File: config.mk
export PLATFORM = sky130hd
export DESIGN_NAME = vga_sync_monitor
export DESIGN_NICKNAME = d
export VERILOG_FILES = /design/src/rtl/vga_sync_monitor.sv
export SDC_FILE = /design/constraint.sdc
export NUM_CORES = 1
export LEC_CHECK = 0
export CELL_PAD_IN_SITES_DETAIL_PLACEMENT = 0
export CELL_PAD_IN_SITES_GLOBAL_PLACEMENT = 1
export CORE_ASPECT_RATIO = 0.8
export CORE_MARGIN = 3
export CORE_UTILIZATION = 35
export CTS_CLUSTER_DIAMETER = 150
export DETAILED_ROUTE_END_ITERATION = 6
export PLACE_DENSITY_LB_ADDON = 0.3
export SYNTH_ARGS = -nofsm -noshare
export SYNTH_HDL_FRONTEND = slang
export SYNTH_SLANG_ARGS = --single-unit
File: constraint.sdc
create_clock -name clk -period 4 [get_ports clk]
set_input_delay 0.4 -clock clk [delete_from_list [all_inputs] [get_ports clk]]
set_output_delay 0.4 -clock clk [all_outputs]
set_load 0.1 [all_outputs]
File: src/rtl/vga_sync_monitor.sv
// Receive-side VGA timing checker: measures line/frame timing from hsync/vsync,
// declares lock after consecutive good frames and recovers visible x/y.
//
// state   | meaning
// SEARCH  | timing unknown, checks ignored, waiting for a vsync fall
// ACQUIRE | counting consecutive frames in which every check passed
// LOCKED  | timing verified; any failed check drops back to SEARCH
module vga_sync_monitor #(
    parameter int H_TOTAL     = 1688,
    parameter int H_SYNC      = 112,
    parameter int V_TOTAL     = 1066,
    parameter int V_SYNC      = 3,
    parameter int LOCK_FRAMES = 2,
    parameter int CW          = 12,
    parameter int H_VIS       = 1280,
    parameter int V_VIS       = 1024
) (
    input  logic          clk,
    input  logic          rst_n,
    input  logic          hsync,
    input  logic          vsync,
    input  logic          blank_n,
    output logic [10:0]   x,
    output logic [10:0]   y,
    output logic          pix_valid,
    output logic          line_start,
    output logic          frame_start,
    output logic          locked,
    output logic          timing_err,
    output logic [CW-1:0] meas_h_total,
    output logic [CW-1:0] meas_v_total
);

    localparam logic [CW-1:0] H_TOTAL_C = CW'(H_TOTAL);
    localparam logic [CW-1:0] H_SYNC_C  = CW'(H_SYNC);
    localparam logic [CW-1:0] V_TOTAL_C = CW'(V_TOTAL);
    localparam logic [CW-1:0] V_SYNC_C  = CW'(V_SYNC);
    localparam logic [CW-1:0] H_WD_C    = CW'(2 * H_TOTAL);
    localparam logic [CW-1:0] H_WD_M1_C = CW'(2 * H_TOTAL - 1);
    localparam logic [CW-1:0] CNT_MAX   = {CW{1'b1}};
    localparam logic [10:0]   X_MAX     = 11'(H_VIS - 1);
    localparam logic [10:0]   Y_MAX     = 11'(V_VIS - 1);
    localparam logic [3:0]    LOCK_C    = 4'(LOCK_FRAMES);

    typedef enum logic [1:0] {SEARCH, ACQUIRE, LOCKED} state_t;

    state_t        state;
    logic [3:0]    good;
    logic          frame_bad;

    logic          hs_r, vs_r, bl_r, hs_p, vs_p;
    logic          hs_fall, hs_rise, vs_fall, vs_rise;
    logic [CW-1:0] hcnt, hwcnt, lcnt, vscnt;
    logic [CW-1:0] h_period, v_frame;
    logic          seen_hf, seen_vf;
    logic [10:0]   xc, yc, x_base, y_base;
    logic          line_vis;
    logic          h_bad, hw_bad, v_bad, vw_bad, timeout, viol;

    assign hs_fall  = hs_p & ~hs_r;
    assign hs_rise  = ~hs_p & hs_r;
    assign vs_fall  = vs_p & ~vs_r;
    assign vs_rise  = ~vs_p & vs_r;

    // An hsync fall coincident with the vsync fall belongs to the ending frame
    assign h_period = hcnt + 1'b1;
    assign v_frame  = lcnt + CW'(hs_fall);

    // Width checks only trust counts whose starting edge was actually seen
    assign h_bad    = hs_fall & seen_hf & (h_period != H_TOTAL_C);
    assign hw_bad   = hs_rise & seen_hf & (hwcnt != H_SYNC_C);
    assign vw_bad   = vs_rise & seen_vf & (vscnt != V_SYNC_C);
    assign v_bad    = vs_fall & (v_frame != V_TOTAL_C);
    assign timeout  = ~hs_fall & (hcnt == H_WD_M1_C);
    assign viol     = h_bad | hw_bad | v_bad | vw_bad | timeout;

    always_comb begin
        x_base = hs_fall ? 11'd0 : xc;
        y_base = yc;
        if (vs_fall)
            y_base = 11'd0;
        else if (hs_fall && line_vis)
            y_base = (yc == Y_MAX) ? Y_MAX : yc + 11'd1;
    end

    always_ff @(posedge clk) begin
        if (!rst_n) begin
            hs_r         <= 1'b1;
            vs_r         <= 1'b1;
            bl_r         <= 1'b0;
            hs_p         <= 1'b1;
            vs_p         <= 1'b1;
            hcnt         <= '0;
            hwcnt        <= '0;
            lcnt         <= '0;
            vscnt        <= '0;
            seen_hf      <= 1'b0;
            seen_vf      <= 1'b0;
            meas_h_total <= '0;
            meas_v_total <= '0;
            xc           <= '0;
            yc           <= '0;
            line_vis     <= 1'b0;
            x            <= '0;
            y            <= '0;
            pix_valid    <= 1'b0;
            line_start   <= 1'b0;
            frame_start  <= 1'b0;
        end else begin
            hs_r        <= hsync;
            vs_r        <= vsync;
            bl_r        <= blank_n;
            hs_p        <= hs_r;
            vs_p        <= vs_r;
            line_start  <= hs_fall;
            frame_start <= vs_fall;
            pix_valid   <= bl_r;

            if (hs_fall) begin
                hcnt         <= '0;
                meas_h_total <= h_period;
                seen_hf      <= 1'b1;
            end else if (hcnt != H_WD_C) begin
                hcnt <= hcnt + 1'b1;
            end

            if (hs_fall)
                hwcnt <= CW'(1);
            else if (!hs_r && hwcnt != CNT_MAX)
                hwcnt <= hwcnt + 1'b1;

            if (vs_fall) begin
                meas_v_total <= v_frame;
                lcnt         <= '0;
                vscnt        <= CW'(hs_fall);
                seen_vf      <= 1'b1;
            end else if (hs_fall) begin
                if (lcnt != CNT_MAX)
                    lcnt <= lcnt + 1'b1;
                if (!vs_r && vscnt != CNT_MAX)
                    vscnt <= vscnt + 1'b1;
            end

            x        <= x_base;
            y        <= y_base;
            yc       <= y_base;
            xc       <= bl_r ? ((x_base == X_MAX) ? X_MAX : x_base + 11'd1) : x_base;
            line_vis <= (hs_fall | vs_fall) ? bl_r : (line_vis | bl_r);
        end
    end

    always_ff @(posedge clk) begin
        if (!rst_n) begin
            state      <= SEARCH;
            good       <= '0;
            frame_bad  <= 1'b0;
            locked     <= 1'b0;
            timing_err <= 1'b0;
        end else begin
            timing_err <= 1'b0;
            case (state)
                SEARCH: begin
                    if (vs_fall) begin
                        state     <= ACQUIRE;
                        good      <= '0;
                        frame_bad <= 1'b0;
                    end
                end
                ACQUIRE: begin
                    if (vs_fall) begin
                        frame_bad <= 1'b0;
                        if (frame_bad || viol) begin
                            timing_err <= 1'b1;
                            good       <= '0;
                        end else if (good == LOCK_C - 4'd1) begin
                            good   <= LOCK_C;
                            state  <= LOCKED;
                            locked <= 1'b1;
                        end else begin
                            good <= good + 4'd1;
                        end
                    end else if (viol) begin
                        frame_bad <= 1'b1;
                    end
                end
                LOCKED: begin
                    if (viol) begin
                        timing_err <= 1'b1;
                        locked     <= 1'b0;
                        state      <= SEARCH;
                    end
                end
                default: state <= SEARCH;
            endcase
        end
    end

endmodule

==> reports/results.ini <==
[status]
status = completed

[grt]
antenna_found_initial = 0
met3_usage_pct = 4.19
gr-usage-all-layers_pct = 15.1
grt_start_max_net_pins = 34
grt_pass1_wl_um = 21800
gr-usage-met2_pct = 23.6
first_global_vias = 4366
grt_remaining_overflow = 0
use_met1_pct = 20.5
top_usage_layer = met2

[place]
placed_area_um2 = 6350
portBuffers = 55
dp.cells = 900
hpwl_um = 8840
pre_cts_ws_ps = 1050
gp_congestion = 0.829

[yosys]
synth.net_count = 681
syn-mean-instance-area_um2 = 8.54
ys_async_sr_fraction_pct = 0
synth_edf_count = 0
synth_cell_type_count = 56
synthCells = 661
ys.flop_type = dfxtp_1
ys_seq_area_share_pct = 44.3
yosysWarnings = 0
ys_ff_latch = 125
syn_area_um2 = 5640

[sta]
hold_viol = 0
slew_viol_final = 0
period_minus_slack_ps = 2960
setup_viol = 0
fin_ws_ps = 1040
final.period_utilization_pct = 73.9
finalClockSkew_ps = 6.23
fmax_ghz = 0.338
setup_tns_ps = 0
slew_headroom_pct = 34.5
tightestPinTransition_ps = 979
holdWs_ps = 449
rsz0062_at_grt = no

[critical_path]
rr_startpoint = hs_r$_SDFF_PN1_
start_kind = register
worstSetupPathType = reg -> reg
arrival_ps = 3300
crit_path_start = hs_r$_SDFF_PN1_
cp-end-kind = register
rrSetupSlack_ps = 1040
critPathMaxFanout = 11
crit_required_ps = 4340

[cts]
postCtsSetupBuffers = 0
numCtsBuffers = 17
clock_latency_ps = 410
cts_resized = 0
cts_root_buf = clkbuf_16
clk_pin_slew_worst_paths_ps = 60
cts_sinks = 125
cts_tree = yes
htreeDepth = 4
cts_buffer_depth = 2
holdBufCountCts = 0

[drt]
wire_per_inst_um = 13.9
ant_nets = 0
vias = 4643
drt_pass1_iterations = 4
wl_um = 12900
drt_iter0_markers = 347
drc_errors = 0
vias_per_cell = 4.99

[cells_and_area]
multi_input_area_um2 = 2930
antenna_cells = 0
fillers = 1527
layout-drive-gt1-share_pct = 6.38
seq_area_um2 = 2500
nNetsFinal = 729
fin_util_pct = 45.3
areaGrowthSynthToFinish_pct = 23.6
stdcell_area_um2 = 6980
fin_cells = 931

[job]
drv_cap = 0

[floorplan]
die_area_um2 = 17700
die_h_um = 120
core_area_um2 = 15400
num_rows = 40
ios = 56
start_util_pct = 36.6
die_width_um = 148

[power_and_ir_drop]
finalPower_mw = 3.21
p_leak_nw = 2.50
irDropWorstVdd_uv = 282
power_density_nw_per_um2 = 460

[min_path]
hold_start = meas_v_total[9]$_SDFFE_PN0P_
hp-class = reg -> reg

## power by group
| group | total (mW) | switching (mW) | internal, mW |
|---|---|---|---|
| Sequential | 1.30 | 0.0259 | 1.28 |
| Clock | 1.61 | 0.545 | 1.07 |
| Combinational | 0.294 | 0.206 | 0.0886 |
## worst max-delay path, cell delays in order, from the launching register on
cell	delay (ps)
dfxtp_1	390
nand2b_1	150
inv_1	60
ha_1	240
ha_1	280
and3_1	240
and4_1	200
o32a_1	170
a31oi_1	270
nor3_1	100
buf_4	190
or4b_1	460
a21oi_1	120
## layer usage
| metal | vias up | part of all wire (%) |
|---|---|---|
| met3 | 12 | 4.0 |
| met2 | 75 | 44 |
| met1 | 2176 | 51 |
| met5 | - | 0 |
| met4 | 0 | 0.98 |
| li1 | 2380 | - |
## logic make-up after synthesis
logic type               Yosys count  share of synthesized area (%)
AO/OA/AOI/OAI                     90                           10.0
XOR/XNOR                          67                           10.4
adder cells (fa/ha/maj)           15                           3.33
buffers and inverters             50                           3.81
flip-flops                       125                           44.3
multiplexers                       5                          0.887
AND/OR/NAND/NOR                  309                           27.2
## layout by cell type (no fill, tap or decap), types with 17 or more instances in the layout
cell type and n:
nand3_1 26, xnor2_1 30, nand2_1 73, o21ai_0 22
clkbuf_16 17, a21oi_1 30, xor2_1 37, clkdlybuf4s50_1 55
inv_1 17, dfxtp_1 125, nor2_1 90, nand4_1 21
and3_1 23
## state kept, by name, summed over array words and instances, names as in the netlist, 2 cells and up
register and count:
good 4, hcnt 12, hwcnt 12, lcnt 12
meas_h_total 12, meas_v_total 12, state 2, vscnt 12
x 11, xc 11, yc 11
## area by class of cell
cell class              instances  share of cell area [%]
clock buffers                  20                    6.55
clock inverters                11                    2.39
inverters                      18                   0.968
multi-input cells             486                    41.9
flip-flops and latches        125                    35.9
well taps                     210                    3.77
repair buffers                 61                    8.54
## final timing paths
kind / cells after the start / end
worst max-delay path: 12 / frame_bad$_SDFFE_PN0P_
worst min-delay path: 2 / meas_v_total[9]$_SDFFE_PN0P_
worst max register to register: 12 / frame_bad$_SDFFE_PN0P_
worst min register to register: 2 / meas_v_total[9]$_SDFFE_PN0P_
## synthesized netlist by cell type (2+ instances only)
cell type	count	share of area (%)
dfxtp_1	125	44
nor2_1	90	6.0
nand2_1	73	4.9
xor2_1	37	5.7
a21oi_1	30	2.7
xnor2_1	30	4.7
nand3_1	26	2.3
and3_1	23	2.5
clkbuf_1	22	1.5
o21ai_0	22	2.0
nand4_1	21	2.3
inv_1	17	1.1
ha_1	15	3.3
nor3_1	15	1.3
a211oi_1	11	1.5
nand2b_1	11	1.2
a31oi_1	8	0.89
nor4_1	7	0.78
or3_1	7	0.78
nor2b_1	6	0.67
and2_1	5	0.55
and4_1	5	0.78
mux2i_1	5	0.89
buf_2	4	0.35
buf_1	3	0.20
buf_6	3	0.60
nor3b_1	3	0.40
or2_2	3	0.33
a22o_1	2	0.31
a22oi_1	2	0.27
nand4b_1	2	0.31
nor4b_1	2	0.31
o22a_1	2	0.31
or4b_1	2	0.35
Note: power is estimated with default switching activity, not from simulation.
==> patch 1, RTL diff (config.mk and constraints unchanged) <==
Make the reset (`rst_n`) asynchronous in 2 clocked blocks.
--- a/src/rtl/vga_sync_monitor.sv
+++ b/src/rtl/vga_sync_monitor.sv
@@ -83,7 +83,7 @@
             y_base = (yc == Y_MAX) ? Y_MAX : yc + 11'd1;
     end
 
-    always_ff @(posedge clk) begin
+    always_ff @(posedge clk or negedge rst_n) begin
         if (!rst_n) begin
             hs_r         <= 1'b1;
             vs_r         <= 1'b1;
@@ -149,7 +149,7 @@
         end
     end
 
-    always_ff @(posedge clk) begin
+    always_ff @(posedge clk or negedge rst_n) begin
         if (!rst_n) begin
             state      <= SEARCH;
             good       <= '0;
Check against the original RTL: differs if rst_n is asserted again (counterexample within 4 cycles, from zero or initial values and one cycle with rst_n low); with rst_n held inactive, the same outputs for 10 cycles.
==> patch 1 against the original RTL <==
Cell area grew 5.6%; worst setup slack lost 490 ps; wire length grew 4.6%; highest routed layer unchanged; area after synthesis grew 7.3%; first-iteration DRC count shrank 3.2%; sequential cell count is the same.
Power is not compared: it rests on default switching activity, and its combinational part moved more than twofold at a synthesized area within 25%.
==> patch 1: results (changes against the original RTL) <==
<table>
<tr><th>Metric</th><th>Value</th></tr>
<tr><th colspan="2">Yosys</th></tr>
<tr><td>Dominant synthesized flop cell</td><td>dfrtp_1</td></tr>
<tr><td>Synth top area cells</td><td>dfrtp_1 50%, nand2_1 5.3%, xor2_1 4.8%</td></tr>
<tr><td>Synthesized net count</td><td>644 (-5.4%)</td></tr>
<tr><td>Ys async rst share</td><td>1.00 (+1.00)</td></tr>
<tr><td>Count of distinct cell types in the synthesized netlist</td><td>63 (+13%)</td></tr>
<tr><td>Proportion of synthesized chip area in sequential cells</td><td>0.518 (+0.0742)</td></tr>
<tr><td>Leading cell types by count after synthesis</td><td>121 x dfrtp_1, 85 x nand2_1, 56 x nor2_1, 41 x o21ai_0, 33 x xor2_1</td></tr>
<tr><td>Count of mapped cells out of synthesis</td><td>623 (-5.7%)</td></tr>
<tr><th colspan="2">Detailed routing</th></tr>
<tr><td>Average detailed-routed wire length per instance</td><td>14.8 um (+7.1%)</td></tr>
<tr><td>Starting DRC count in detailed routing</td><td>336 (-3.2%)</td></tr>
<tr><td>Vias</td><td>4,682 (+0.84%)</td></tr>
<tr><td>Avg Vias per Cell</td><td>5.15 (+3.3%)</td></tr>
<tr><th colspan="2">Clocking</th></tr>
<tr><td>CTS root buffer</td><td>clkbuf_16</td></tr>
<tr><th colspan="2">Finish</th></tr>
<tr><td>Fraction of layout instances using a drive strength above 1</td><td>0.0798 (+0.0160)</td></tr>
<tr><td>Nets</td><td>697 (-4.4%)</td></tr>
<tr><th colspan="2">Min path</th></tr>
<tr><td>Worst hold-check path type</td><td>input port to async pin</td></tr>
<tr><th colspan="2">Placement</th></tr>
<tr><td>Half-perimeter wire length after placement</td><td>9160 um (+3.6%)</td></tr>
<tr><td>Cell count after placement</td><td>877 (-2.6%)</td></tr>
<tr><td>Minimum setup slack after placement</td><td>618 ps (-433 ps)</td></tr>
<tr><th colspan="2">Global route</th></tr>
<tr><td>Vias in the first global route</td><td>4,547 (+4.1%)</td></tr>
<tr><td>Overall fraction of global-route tracks in use</td><td>0.151 (-0.000270)</td></tr>
<tr><td>Wire length of the first global-routing pass</td><td>23,200 um (+6.3%)</td></tr>
<tr><td>Pin count of the biggest net entering global routing</td><td>76 (+120%)</td></tr>
<tr><th colspan="2">Worst setup path</th></tr>
<tr><td>Data arrival time at the worst-slack endpoint</td><td>3740 ps (+440 ps)</td></tr>
<tr><td>Worst-path fanout max</td><td>7 (-4)</td></tr>
<tr><th colspan="2">Power and ir drop</th></tr>
<tr><td>Worst-case vdd ir drop</td><td>0.000301 V</td></tr>
<tr><th colspan="2">Timing</th></tr>
<tr><td>Worst clock skew on the final layout</td><td>6.21 ps (-0.0207 ps)</td></tr>
<tr><td>Slew of the pin with the lowest slew margin</td><td>987 ps (+7.74 ps)</td></tr>
<tr><th colspan="2">Status</th></tr>
<tr><td>Status</td><td>finished, final reports clean</td></tr>
</table>
==> patch 1: cell type report <==
cell class / count / area [um^2]
Clock buffer: 22 / 484
Clock inverter: 10 / 63.8
Fill cell: 1589 / 9400
Inverter: 23 / 86.3
Multi-Input combinational cell: 447 / 2720
Sequential cell: 125 / 3130
Tap cell: 220 / 275
Timing Repair Buffer: 62 / 601
==> patch 1: worst max-delay path: stages, from the launching register on <==
cell,delay [ps]
dfrtp_1,420
ha_1,310
nand4_2,190
or4_1,520
a2111o_1,420
a2111oi_1,550
o211a_1,320
nand2b_2,130
a21oi_2,170
mux2_4,300
==> patch 1: worst paths after layout <==
check	start	endpoint	slack (ps)	depth (start not counted)
worst max register to register	hcnt[0]$_DFFE_PN0P_	state[0]$_DFFE_PN0P_	560	9
max in group asynchronous	rst_n	vs_r$_DFF_PN1_	2880	2
worst min-delay path	rst_n	timing_err$_DFF_PN0_	140	1
worst min register to register	hs_r$_DFF_PN1_	hs_p$_DFF_PN1_	380	0
worst max-delay path	hcnt[0]$_DFFE_PN0P_	state[0]$_DFFE_PN0P_	560	9
min in group clk	hs_r$_DFF_PN1_	hs_p$_DFF_PN1_	380	0
==> patch 1: power by group through the flow <==
stage / sequential, mW / combinational [mW] / clock [mW]
floorplan: 1.82 / 0.328 / 0
global placement: 1.51 / 0.848 / 0
detailed placement: 1.51 / 0.864 / 0
CTS: 1.49 / 0.867 / 1.45
global route: 1.51 / 0.920 / 1.51
finish: 1.49 / 0.859 / 1.41
==> patch 1: per-layer routing <==
layer	global-route usage	up-vias	part of all wire
li1	-	2280	-
met1	0.217	2289	0.51
met4	0.0545	0	0.013
met3	0.0438	19	0.044
met2	0.217	94	0.43
met5	0	-	0
==> patch 1: per-stage QoR <==
step,hold slack (ps),power [mW],area (um^2)
6_report,138,3.77,7360
5_1_grt,234,3.94,7360
4_1_cts,182,3.81,7360
3_5_place_dp,371,2.38,6820
3_3_place_gp,368,2.36,6820
2_1_floorplan,104,2.14,6050
==> patch 1: logic make-up after synthesis <==
kind of cell             Yosys count  synth area share
AND/OR/NAND/NOR                  270             0.224
flip-flops                       125             0.518
AO/OA/AOI/OAI                    105             0.110
XOR/XNOR                          52            0.0753
buffers and inverters             51            0.0327
adder cells (fa/ha/maj)           16            0.0331
multiplexers                       4           0.00744
==> patch 2, RTL diff (config.mk and constraints unchanged) <==
Without the edit above. Change the parameter `CW` from 12 to 13.
--- a/src/rtl/vga_sync_monitor.sv
+++ b/src/rtl/vga_sync_monitor.sv
@@ -11,7 +11,7 @@
     parameter int V_TOTAL     = 1066,
     parameter int V_SYNC      = 3,
     parameter int LOCK_FRAMES = 2,
-    parameter int CW          = 12,
+    parameter int CW          = 13,
     parameter int H_VIS       = 1280,
     parameter int V_VIS       = 1024
 ) (
Ports: changed (resized meas_h_total and meas_v_total); port bits go from 56 to 58. No check against the original RTL was run, so the function may have changed too.
==> patch 2 against the original RTL <==
Count of clock-buffer cells in the layout up 1; area after synthesis up 3.1%; die area up 2.9%; combinational power down 34%; total power down 3.8%; worst setup slack worse by 8.9 ps; wire length up 2.4%; cell area up 2.2%; sequential cell count up 6; largest cell class unchanged.
==> patch 2: results (changes against the original RTL) <==
<table>
<tr><th>Metric</th><th>Value</th></tr>
<tr><th colspan="2">Yosys</th></tr>
<tr><td>Count of mapped cells out of synthesis</td><td>677 (+2.4%)</td></tr>
<tr><td>Fraction of the mapped netlist area in compound gates</td><td>0.105 (+0.00498)</td></tr>
<tr><td>Synth top area cells</td><td>dfxtp_1 45%, nor2_1 5.4%, xor2_1 5.3%</td></tr>
<tr><td>Multiplexer fraction of the synthesized cell area</td><td>0.00688 (-0.00198)</td></tr>
<tr><th colspan="2">Timing</th></tr>
<tr><td>Worst clock skew on the final layout</td><td>11.2 ps (+4.93 ps)</td></tr>
<tr><th colspan="2">Placement</th></tr>
<tr><td>GP Congestion</td><td>0.867 (+4.5%)</td></tr>
<tr><td>Half-perimeter wire length after placement</td><td>9280 um (+5.0%)</td></tr>
<tr><td>Minimum setup slack after placement</td><td>1050 ps (-2.07 ps)</td></tr>
<tr><td>Cell count after placement</td><td>921 (+2.3%)</td></tr>
<tr><th colspan="2">Worst setup path</th></tr>
<tr><td>CP max stage delay</td><td>540 ps (+80 ps)</td></tr>
<tr><th colspan="2">Detailed routing</th></tr>
<tr><td>Number of iterations in the first detailed-routing pass</td><td>5 (+1)</td></tr>
<tr><td>Vias</td><td>4,725 (+1.8%)</td></tr>
<tr><td>Starting DRC count in detailed routing</td><td>247 (-29%)</td></tr>
<tr><td>Average detailed-routed wire length per instance</td><td>13.9 um (about the same)</td></tr>
<tr><td>Total length of routed wires</td><td>13,200 um (+2.4%)</td></tr>
<tr><td>Routed length on met2</td><td>5890 um (+4.2%)</td></tr>
<tr><th colspan="2">Status</th></tr>
<tr><td>Status</td><td>finished, final reports clean</td></tr>
<tr><th colspan="2">Global route</th></tr>
<tr><td>Wire length of the first global-routing pass</td><td>23,000 um (+5.3%)</td></tr>
<tr><td>Met2 routing resource usage after global routing</td><td>0.239 (+0.00329)</td></tr>
<tr><td>Overall fraction of global-route tracks in use</td><td>0.156 (+0.00511)</td></tr>
<tr><th colspan="2">Finish</th></tr>
<tr><td>Fraction of layout instances using a drive strength above 1</td><td>0.0570 (-0.00681)</td></tr>
<tr><td>Nets</td><td>745 (+2.2%)</td></tr>
<tr><td>Layout overhead on the synthesized area</td><td>22.7%</td></tr>
<tr><th colspan="2">Min path</th></tr>
<tr><td>Source of the worst hold timing path</td><td>meas_h_total[8]$_SDFFE_PN0P_</td></tr>
<tr><td>Terminating pin of the worst hold path</td><td>meas_h_total[8]$_SDFFE_PN0P_</td></tr>
</table>
patch 2: final cells by class:
type / count / share of cell area
Tap cell: 215 / 0.0377
Clock buffer: 21 / 0.0631
Sequential cell: 131 / 0.368
Inverter: 20 / 0.0105
Timing Repair Buffer: 60 / 0.0831
Multi-Input combinational cell: 495 / 0.419
Clock inverter: 10 / 0.0188
patch 2: worst max-delay path by stage:
stage               startpoint              endpoint  slack, ps  cells past startpoint
6_report       hs_r$_SDFF_PN1_  good[0]$_SDFFE_PN0P_       1030                     11
4_1_cts        hs_r$_SDFF_PN1_  good[0]$_SDFFE_PN0P_       1030                     11
5_1_grt        hs_r$_SDFF_PN1_  good[0]$_SDFFE_PN0P_        770                     11
3_3_place_gp   hs_r$_SDFF_PN1_  good[0]$_SDFFE_PN0P_       1190                     11
2_1_floorplan  hs_r$_SDFF_PN1_  good[0]$_SDFFE_PN0P_       1340                     12
3_5_place_dp   hs_r$_SDFF_PN1_  good[0]$_SDFFE_PN0P_       1050                     11
patch 2: critical path: cells and delay by family, from the launching register on:
kind / cells / cell delay [ps]
compound gates: 2 / 360
xor+xnor: 1 / 190
fa+ha+maj: 1 / 260
buf+inv: 1 / 190
flops: 1 / 330
simple gates: 6 / 1570
patch 2: logic make-up (layout without fill, tap and decap cells):
family / after synthesis / in the layout
muxes: 4 / 4
buffers and inverters: 51 / 111
DFF: 131 / 131
xor gates and xnor gates: 68 / 68
AOI/OAI and AO/OA: 101 / 101
and+or+nand+nor: 307 / 307
adders and majority gates: 15 / 15
patch 2: where the power goes:
| part | internal, mW | switching (mW) |
|---|---|---|
| sequential | 1.33 | 0.0203 |
| clock | 0.988 | 0.558 |
| combinational | 0.0591 | 0.135 |
| total | 2.37 | 0.713 |
